File: src/rtl/lap_buffer_if.sv
// Port bundle between the stopwatch datapath/display mux and the lap recorder.
interface lap_buffer_if #(
  parameter int unsigned DEPTH = 8
);
  localparam int unsigned IDX_W = $clog2(DEPTH);

  logic             lap;
  logic             clear;
  logic             mode;
  logic [15:0]      time_in;
  logic [IDX_W-1:0] rd_idx;
  logic [15:0]      rd_data;
  logic             rd_valid;
  logic [IDX_W:0]   lap_count;
  logic             overflow;
  logic [15:0]      best_lap;
  logic             best_valid;

  modport master (
    output lap, clear, mode, time_in, rd_idx,
    input  rd_data, rd_valid, lap_count, overflow, best_lap, best_valid
  );

  modport slave (
    input  lap, clear, mode, time_in, rd_idx,
    output rd_data, rd_valid, lap_count, overflow, best_lap, best_valid
  );
endinterface

File: src/rtl/lap_buffer.sv
// Lap-time recorder: newest-first history of BCD splits or lap deltas,
// fastest-lap tracking and a registered random-access read port.
module lap_buffer #(
  parameter int unsigned DEPTH = 8
) (
  input logic        clk,
  input logic        rstn,
  lap_buffer_if.slave bus
);
  localparam int unsigned IDX_W = $clog2(DEPTH);
  localparam int unsigned CNT_W = IDX_W + 1;

  logic [15:0]      hist_q [DEPTH];
  logic [15:0]      hist_d [DEPTH];
  logic [15:0]      prev_q, prev_d;
  logic             lap_q, lap_d;
  logic [CNT_W-1:0] lap_count_q, lap_count_d;
  logic             overflow_q, overflow_d;
  logic [15:0]      best_lap_q, best_lap_d;
  logic             best_valid_q, best_valid_d;
  logic [15:0]      rd_data_q, rd_data_d;
  logic             rd_valid_q, rd_valid_d;

  logic             capture;
  logic [15:0]      delta;

  // Mixed-radix BCD subtract a - b, digit radices 10/6/10/10 from the top,
  // final borrow dropped so the 9:59.9 wrap yields a modulo-10:00.0 delta.
  function automatic logic [15:0] bcd_sub(input logic [15:0] a, input logic [15:0] b);
    logic [15:0] r;
    logic        borrow;
    logic [4:0]  d;
    logic [4:0]  radix;
    r      = '0;
    borrow = 1'b0;
    for (int unsigned i = 0; i < 4; i++) begin
      radix = (i == 2) ? 5'd6 : 5'd10;
      d     = 5'(a[4*i +: 4]) - 5'(b[4*i +: 4]) - 5'(borrow);
      if (d[4]) begin
        d      = d + radix;
        borrow = 1'b1;
      end else begin
        borrow = 1'b0;
      end
      r[4*i +: 4] = d[3:0];
    end
    return r;
  endfunction

  assign capture = bus.lap & ~lap_q & ~bus.clear;
  assign delta   = bcd_sub(bus.time_in, prev_q);

  always_comb begin
    hist_d       = hist_q;
    prev_d       = prev_q;
    lap_d        = bus.lap;
    lap_count_d  = lap_count_q;
    overflow_d   = overflow_q;
    best_lap_d   = best_lap_q;
    best_valid_d = best_valid_q;
    rd_data_d    = '0;
    rd_valid_d   = (CNT_W'(bus.rd_idx) < lap_count_q);

    // Read mux works from current storage; an in-range index is always < DEPTH.
    for (int unsigned k = 0; k < DEPTH; k++) begin
      if (rd_valid_d && (IDX_W'(k) == bus.rd_idx)) rd_data_d = hist_q[k];
    end

    if (bus.clear) begin
      for (int unsigned k = 0; k < DEPTH; k++) hist_d[k] = '0;
      prev_d       = '0;
      lap_count_d  = '0;
      overflow_d   = 1'b0;
      best_lap_d   = '0;
      best_valid_d = 1'b0;
    end else if (capture) begin
      hist_d[0] = bus.mode ? delta : bus.time_in;
      for (int unsigned k = 1; k < DEPTH; k++) hist_d[k] = hist_q[k-1];
      prev_d = bus.time_in;
      if (lap_count_q == CNT_W'(DEPTH)) overflow_d  = 1'b1;
      else                              lap_count_d = lap_count_q + CNT_W'(1);
      if (!best_valid_q || (delta < best_lap_q)) begin
        best_lap_d   = delta;
        best_valid_d = 1'b1;
      end
    end
  end

  always_ff @(posedge clk or negedge rstn) begin
    if (!rstn) begin
      for (int unsigned k = 0; k < DEPTH; k++) hist_q[k] <= '0;
      prev_q       <= '0;
      lap_q        <= 1'b0;
      lap_count_q  <= '0;
      overflow_q   <= 1'b0;
      best_lap_q   <= '0;
      best_valid_q <= 1'b0;
      rd_data_q    <= '0;
      rd_valid_q   <= 1'b0;
    end else begin
      hist_q       <= hist_d;
      prev_q       <= prev_d;
      lap_q        <= lap_d;
      lap_count_q  <= lap_count_d;
      overflow_q   <= overflow_d;
      best_lap_q   <= best_lap_d;
      best_valid_q <= best_valid_d;
      rd_data_q    <= rd_data_d;
      rd_valid_q   <= rd_valid_d;
    end
  end

  assign bus.rd_data    = rd_data_q;
  assign bus.rd_valid   = rd_valid_q;
  assign bus.lap_count  = lap_count_q;
  assign bus.overflow   = overflow_q;
  assign bus.best_lap   = best_lap_q;
  assign bus.best_valid = best_valid_q;
endmodule

File: src/flat_wrapper.sv
// flat-port wrapper written by rule: the top's interface ports become plain ports
module lap_buffer_flat 
#(
  parameter int unsigned DEPTH = 8
)
  (clk, rstn, bus_lap, bus_clear, bus_mode, bus_time_in, bus_rd_idx, bus_rd_data, bus_rd_valid, bus_lap_count, bus_overflow, bus_best_lap, bus_best_valid);
  lap_buffer_if #(.DEPTH(DEPTH)) bus_i ();
  input logic clk;
  input logic rstn;
  input wire logic [$bits(bus_i.lap)-1:0] bus_lap;
  input wire logic [$bits(bus_i.clear)-1:0] bus_clear;
  input wire logic [$bits(bus_i.mode)-1:0] bus_mode;
  input wire logic [$bits(bus_i.time_in)-1:0] bus_time_in;
  input wire logic [$bits(bus_i.rd_idx)-1:0] bus_rd_idx;
  output wire logic [$bits(bus_i.rd_data)-1:0] bus_rd_data;
  output wire logic [$bits(bus_i.rd_valid)-1:0] bus_rd_valid;
  output wire logic [$bits(bus_i.lap_count)-1:0] bus_lap_count;
  output wire logic [$bits(bus_i.overflow)-1:0] bus_overflow;
  output wire logic [$bits(bus_i.best_lap)-1:0] bus_best_lap;
  output wire logic [$bits(bus_i.best_valid)-1:0] bus_best_valid;
  assign bus_i.lap = bus_lap;
  assign bus_i.clear = bus_clear;
  assign bus_i.mode = bus_mode;
  assign bus_i.time_in = bus_time_in;
  assign bus_i.rd_idx = bus_rd_idx;
  assign bus_rd_data = bus_i.rd_data;
  assign bus_rd_valid = bus_i.rd_valid;
  assign bus_lap_count = bus_i.lap_count;
  assign bus_overflow = bus_i.overflow;
  assign bus_best_lap = bus_i.best_lap;
  assign bus_best_valid = bus_i.best_valid;
  lap_buffer #(.DEPTH(DEPTH)) u_core (.clk(clk), .rstn(rstn), .bus(bus_i));
endmodule
File: config.mk
export PLATFORM = sky130hd
export DESIGN_NAME = lap_buffer_flat
export DESIGN_NICKNAME = d
export VERILOG_FILES = /design/src/rtl/lap_buffer_if.sv /design/src/rtl/lap_buffer.sv /design/src/flat_wrapper.sv
export SDC_FILE = /design/constraint.sdc
export NUM_CORES = 1
export LEC_CHECK = 0
export ABC_AREA = 1
export CAP_MARGIN = 20
export CORE_MARGIN = 1
export CORE_UTILIZATION = 36
export CTS_BUF_LIST = sky130_fd_sc_hd__clkbuf_8
export CTS_CLUSTER_SIZE = 28
export DETAILED_ROUTE_END_ITERATION = 16
export PLACE_DENSITY_LB_ADDON = 0.05
export SLEW_MARGIN = 10
export SYNTH_ARGS = -nofsm -noshare
export SYNTH_HDL_FRONTEND = slang
export SYNTH_SLANG_ARGS = --single-unit
File: constraint.sdc
create_clock -name clk -period 7.22 [get_ports clk]
set_input_delay 1.083 -clock clk [delete_from_list [all_inputs] [get_ports clk]]
set_output_delay 1.083 -clock clk [all_outputs]
set_load 0.005 [all_outputs]
Word level (Yosys, flattened, before mapping)
Cells that the tools add are included.

word-level totals
  flip-flop bits (word level) = 184
  output and inout bits = 39
  logic and storage cells = 92
  input port bits = 24

cells by class
  muxes and demuxes = 32
  bitwise logic cells = 4
  order comparisons = 2
  reductions and logical operators = 17
  equality and inequality tests = 9
  add/subtract/negate cells = 12

operators by type and width
  kind                                                             number
  128-bit two-way mux                                              2
  16-bit two-way mux                                               14
  4-bit two-way mux                                                7
  4-bit by 4-bit subtractor with 5-bit output                      4
  16-bit < comparator                                              1
  5-bit by 1-bit subtractor with 5-bit output                      3
  4-bit adder (second input constant)                              3
  3-bit == test (first input constant)                             4
  1-bit two-way mux                                                9
  1-bit logical AND                                                8
  2-bit by 3-bit == test with 1-bit output (first input constant)  2
  2-bit AND reduction                                              3
  2-bit nonzero test                                               3
  4-bit by 1-bit adder with 4-bit output (second input constant)   1
  4-bit by 3-bit adder with 4-bit output (second input constant)   1
  4-bit == test (second input constant)                            1
  3-bit by 4-bit < comparator with 1-bit output                    1
  1-bit by 3-bit == test with 1-bit output (first input constant)  1
  3-bit zero test                                                  1
  1-bit AND                                                        2
  2-bit inequality test (second input constant)                    1
  1-bit inverter                                                   2
  1-bit zero test                                                  1
  1-bit logical OR                                                 1

Logic depth before layout (Yosys ltp)
Gate-level depths: netlist (run 1).

  depth in word-level cells = 14
  mapped depth = 46
  depth with buffers taken out = 45

Least setup slack after synthesis (run 1)
No wires, ideal clock.

  kind = input to register
  from = in bus_time_in[0]
  to = reg u_core.best_lap_q[11], in the netlist u_core.bus.best_lap[11]
  stages on the path = 44
  library setup time = 0.066 ns
  buffers on the path = 1
  slack = -0.193 ns
  arrival time = 7.347 ns
  required time = 7.154 ns
  cell sequence = inv_1 -> ha_1 -> inv_1 -> fa_1 -> nand3_1 -> nand2_1 -> fa_1 -> fa_1 -> inv_1 -> nand2_1 -> a21oi_1 -> nand2_1 -> nand2_1 -> xor2_1 -> inv_1 -> ha_1 -> o21bai_1 -> fa_1 -> [... 8 more ...] -> o21bai_1 -> fa_1 -> o21ai_0 -> nand2_1 -> xor2_1 -> nor2_1 -> nand2_1 -> nand2_1 -> ha_1 -> nand2_1 -> nor4_1 -> nand2_1 -> nand2_1 -> nand3_1 -> nand2_1 -> buf_4 -> nand2_1 -> nand2_1

on the way
  cells in the longest elaborated chain, start to end = 13
  elaborated cells on any way between the ends = 22
  those cells by class = 8 x add/sub; 1 x order compare; 10 x mux; 3 x reduce/logical

ends and longest elaborated chain
  element                                        RTL line            source
  start: declaration                             flat_wrapper.sv:13  input wire logic [$bits(bus_i.time_in)-1:0] bus_time_in;
  4-bit by 4-bit subtractor with 5-bit output *  lap_buffer.sv:38    d = 5'(a[4*i +: 4]) - 5'(b[4*i +: 4]) - 5'(borrow);
  1-bit two-way mux                              lap_buffer.sv:39    if (d[4]) begin
  5-bit by 1-bit subtractor with 5-bit output    lap_buffer.sv:38
  1-bit two-way mux                              lap_buffer.sv:39
  5-bit by 1-bit subtractor with 5-bit output    lap_buffer.sv:38
  1-bit two-way mux                              lap_buffer.sv:39
  5-bit by 1-bit subtractor with 5-bit output    lap_buffer.sv:38
  4-bit adder                                    lap_buffer.sv:40    d = d + radix;
  4-bit two-way mux                              lap_buffer.sv:39
  16-bit < comparator                            lap_buffer.sv:82    if (!best_valid_q || (delta < best_lap_q)) begin
  1-bit logical OR                               lap_buffer.sv:82
  2-bit nonzero test (no source line)            --
  2-bit AND reduction (no source line)           --
  end signal: assignment                         lap_buffer.sv:106   best_lap_q <= best_lap_d;
  end: declaration                               lap_buffer.sv:19    logic [15:0] best_lap_q, best_lap_d;

Every way passes the cells marked *; elsewhere a longest branch is shown, timed or not. The select of a mux whose other input is x is not followed.
A chain may end at the register's enable or synchronous reset.

Worst setup path after layout (run 1)
  from = in bus_time_in[0]
  to = reg u_core.best_lap_q[6], in the netlist u_core.bus.best_lap[6]

The elaborated chain is that of the path after synthesis.

==> impl_metrics.toml, run 1 <==
[outcome]
outcome = "finished, final reports clean"

[synthesis]
synth-compound-area-share = 0.119
ys_top_cells_by_count = "sky130_fd_sc_hd__nand2_1 (241), sky130_fd_sc_hd__inv_1 (208), sky130_fd_sc_hd__dfrtp_1 (184)"
area_share_of_xor_xnor_cells_in_the_synthesized_design = 0.0193
synth_area_leaders = "sky130_fd_sc_hd__dfrtp_1 (48%), sky130_fd_sc_hd__nand2_1 (9.5%), sky130_fd_sc_hd__inv_1 (8.2%)"
ys_seq_elements = 184
yosysMostFrequentCell = "sky130_fd_sc_hd__nand2_1"
synth-edff-count = 0
syn_area_per_cell_um2 = 8.36
area_fraction_of_the_dominant_cell_type_after_synthesis = 0.483
synthCells = 1139
synthAdderAreaFrac = 0.0722
muxShareOfSynthArea = 0
post_synth_num_cell_types = 33
synth_top_area_cell = "sky130_fd_sc_hd__dfrtp_1"
synth-seq-area-share = 0.483
synthesized_netlist_net_count = 1215
synth.cell_area_um2 = 9530
combinational_family_with_the_most_area_after_synthesis = "simple AND/OR/NAND/NOR gates"
synth_simple_gate_area_frac = 0.192
synthArstFlopShare = 1.00
synthesis.yosys.warnings = 0
synth_flop_cell = "sky130_fd_sc_hd__dfrtp_1"

[detailed_routing]
postRouteWirelength_um = 23700
drt_first_iter_violations = 462
detailroute.via_count = 7427
wl_per_cell_um = 15.4
antenna_left = 0
drc = 0
drt-pass1-iter-count = 4
route.detailed.vias_per_inst = 4.82

[timing]
fin_worst_skew_ns = 0.0259
max_slew_headroom_at_the_worst_pin = 0.310
finalHoldViolCount = 0
finalWorstPathRequiredPeriod_ns = 6.87
hold_worst_slack_ns = 0.485
measured_slew_at_the_worst_slew_check_pin_ns = 1.03
worst_slack_ns = 0.352
report.final.setup_viol = 0
fmax_mhz = 146
maxSlewViolCount = 0
layout_worst_path_cycle_share = 0.951

[global_routing]
grt_max_degree = 112
globalRoute.totalOverflow = 0
grt_pass1_wl_um = 39100
vias_in_the_first_global_route = 7172
grt_util_all_layers = 0.183
number_of_antenna_violations_at_the_first_check_in_global_routing = 0

[setup_path]
worst-endpoint-required_ns = 7.58
critPathMaxStageDelay_ns = 0.37
timing.setup.critical_path_class = "in2reg"
worst-path-max-fanout = 8
critical_path.startpoint_type = "primary input"
critical_path_buf_inv_count = 10
worst_ep_arrival_time_ns = 7.23
cp-end-kind = "flip-flop"
critPathSlowestCell = "sky130_fd_sc_hd__fa_2"
critical_path.top_delay_family = "adder cells"
critical_path.most_common_cell = "sky130_fd_sc_hd__nand2_1"

[min_path]
holdCritPathClass = "reg2reg"

[place]
dpl_cell_area_um2 = 10500
gp_congestion = 0.772
numPortBuffers = 62
place_worst_setup_slack_ns = -0.771
dpl_hpwl_um = 15500

[clocking]
cts_tree = "yes"
cts_buffers = 17
path_clk_slew_ns = 0.10
clk_latency_ns = 0.48
clock_sinks = 184
h-tree-depth = 4
clock-root-buffer = "sky130_fd_sc_hd__clkbuf_8"
clockBufferDepth = 2

[floorplanning]
core_area_um2 = 26000
die_outline_area_um2 = 27100
num_io_pins = 63
chipHeight_um = 165
initial_core_utilization = 0.367
die-width_um = 165
std_cell_rows = 59

[cells_and_area]
nFillCells = 2630
layout.nets = 1270
final_layout_size_suffix_gt1_frac = 0.0986
area.growth.synth_to_final_pct = 17.2
final_area_um2 = 11200
finalCoreUtilization = 0.430
antenna_cells = 0

[power_and_ir_drop]
power.leakage_nw = 5.17
max-vdd-ir-drop_mv = 0.101
p_per_area_nw_per_um2 = 214

[run]
timing.max_cap.violations = 0
-- kinds of logic after synthesis --
logic type / after synthesis
AND/OR/NAND/NOR: 415
buffers and inverters: 272
AO/OA/AOI/OAI: 195
adder cells (fa/ha/maj): 52
flip-flops: 184
XOR/XNOR: 21
-- placed cells by master (no fill, tap or decap), types with 7 or more instances in the layout --
master | synthesis | routed
sky130_fd_sc_hd__a21oi_1 | 20 | 18
sky130_fd_sc_hd__buf_4 | 2 | 29
sky130_fd_sc_hd__clkbuf_8 | 0 | 18
sky130_fd_sc_hd__clkdlybuf4s50_1 | 0 | 57
sky130_fd_sc_hd__dfrtp_1 | 184 | 184
sky130_fd_sc_hd__ha_1 | 47 | 43
sky130_fd_sc_hd__inv_1 | 208 | 204
sky130_fd_sc_hd__inv_2 | 6 | 8
sky130_fd_sc_hd__nand2_1 | 241 | 231
sky130_fd_sc_hd__nand2_2 | 2 | 10
sky130_fd_sc_hd__nand3_1 | 42 | 40
sky130_fd_sc_hd__nand4_1 | 62 | 62
sky130_fd_sc_hd__nor2_1 | 51 | 50
sky130_fd_sc_hd__nor2_2 | 6 | 7
sky130_fd_sc_hd__o21ai_0 | 63 | 61
sky130_fd_sc_hd__o22ai_1 | 103 | 103
sky130_fd_sc_hd__xor2_1 | 14 | 13
-- path summary, 6_finish.rpt --
path	depth (start not counted)	slack (ns)	to	startpoint
max	47	0.35	u_core.bus.best_lap[6]	bus_time_in[0]
min	2	0.49	u_core.bus.rd_data[4]	u_core.hist_q[4]
max reg2reg	45	0.75	u_core.bus.best_lap[6]	u_core.prev_q[0]
min reg2reg	2	0.49	u_core.bus.rd_data[4]	u_core.hist_q[4]
max in group asynchronous	3	5.29	u_core.hist_q[110]	rstn
min in group asynchronous	1	0.71	u_core.bus.rd_data[15]	rstn
-- flip-flops by register name, indices dropped and copies added, names as in the netlist --
register	cells
u_core.bus.best_valid	1
u_core.bus.rd_valid	1
u_core.bus.rd_data	16
u_core.bus.best_lap	16
u_core.bus.lap_count	4
u_core.bus.overflow	1
u_core.lap_q	1
u_core.hist_q	128
u_core.prev_q	16
-- where the power goes --
group,leakage (nW),internal (W),switching [W]
registers,2.54,0.00106,0.0000226
logic,2.43,0.000229,0.000340
clock network,0.200,0.000295,0.000439
total,5.17,0.00158,0.000801
-- through the flow --
step	std cells	setup TNS, ns	total power [W]
2_1_floorplan	1139	0	0.00141
3_3_place_gp	1504	-10.68	0.00163
3_5_place_dp	1504	-11.97	0.00163
4_1_cts	1538	0	0.00239
5_1_grt	1542	-1.42	0.00253
6_report	1542	0	0.00239
-- tightest hold or removal path: cells and delay by family, from the launching register on --
family	cells	cell delay (ns)
DFF	1	0.36
and+or+nand+nor	2	0.10
-- final cells by class --
class | count | area, µm² | share of cell area
Multi-Input combinational cell | 683 | 4000 | 0.359
Tap cell | 335 | 419 | 0.0376
Clock buffer | 17 | 234 | 0.0210
Timing Repair Buffer | 94 | 916 | 0.0821
Sequential cell | 184 | 4600 | 0.413
Clock inverter | 15 | 179 | 0.0160
Inverter | 214 | 807 | 0.0723
-- what timing repair did --
action | 4_1_cts | 5_1_grt
gates cloned | 1 | 0
pin swaps | 7 | 19
hold endpoints to repair | 0 | 0
buffers inserted | 1 | 3
hold buffers | 0 | 0
endpoints found under the setup margin | 16 | 16
gates resized for setup | 11 | 29
-- metal layers --
| metal | vias to the layer above | track usage | share of wire |
|---|---|---|---|
| met5 | - | 0 | 0 |
| met4 | 0 | 0.0442 | 0.012 |
| met3 | 18 | 0.0276 | 0.030 |
| met2 | 117 | 0.286 | 0.45 |
| met1 | 3461 | 0.266 | 0.51 |
| li1 | 3831 | - | - |
Note: power is estimated with default switching activity, not from simulation.
==> run 2: changes to the inputs <==
GPL_ROUTABILITY_DRIVEN = 0   (was default)
HOLD_SLACK_MARGIN = 0.1   (was default)
==> results of run 2 <==
Same layout as run 1: the final DEF is identical, and so are final timing and power.
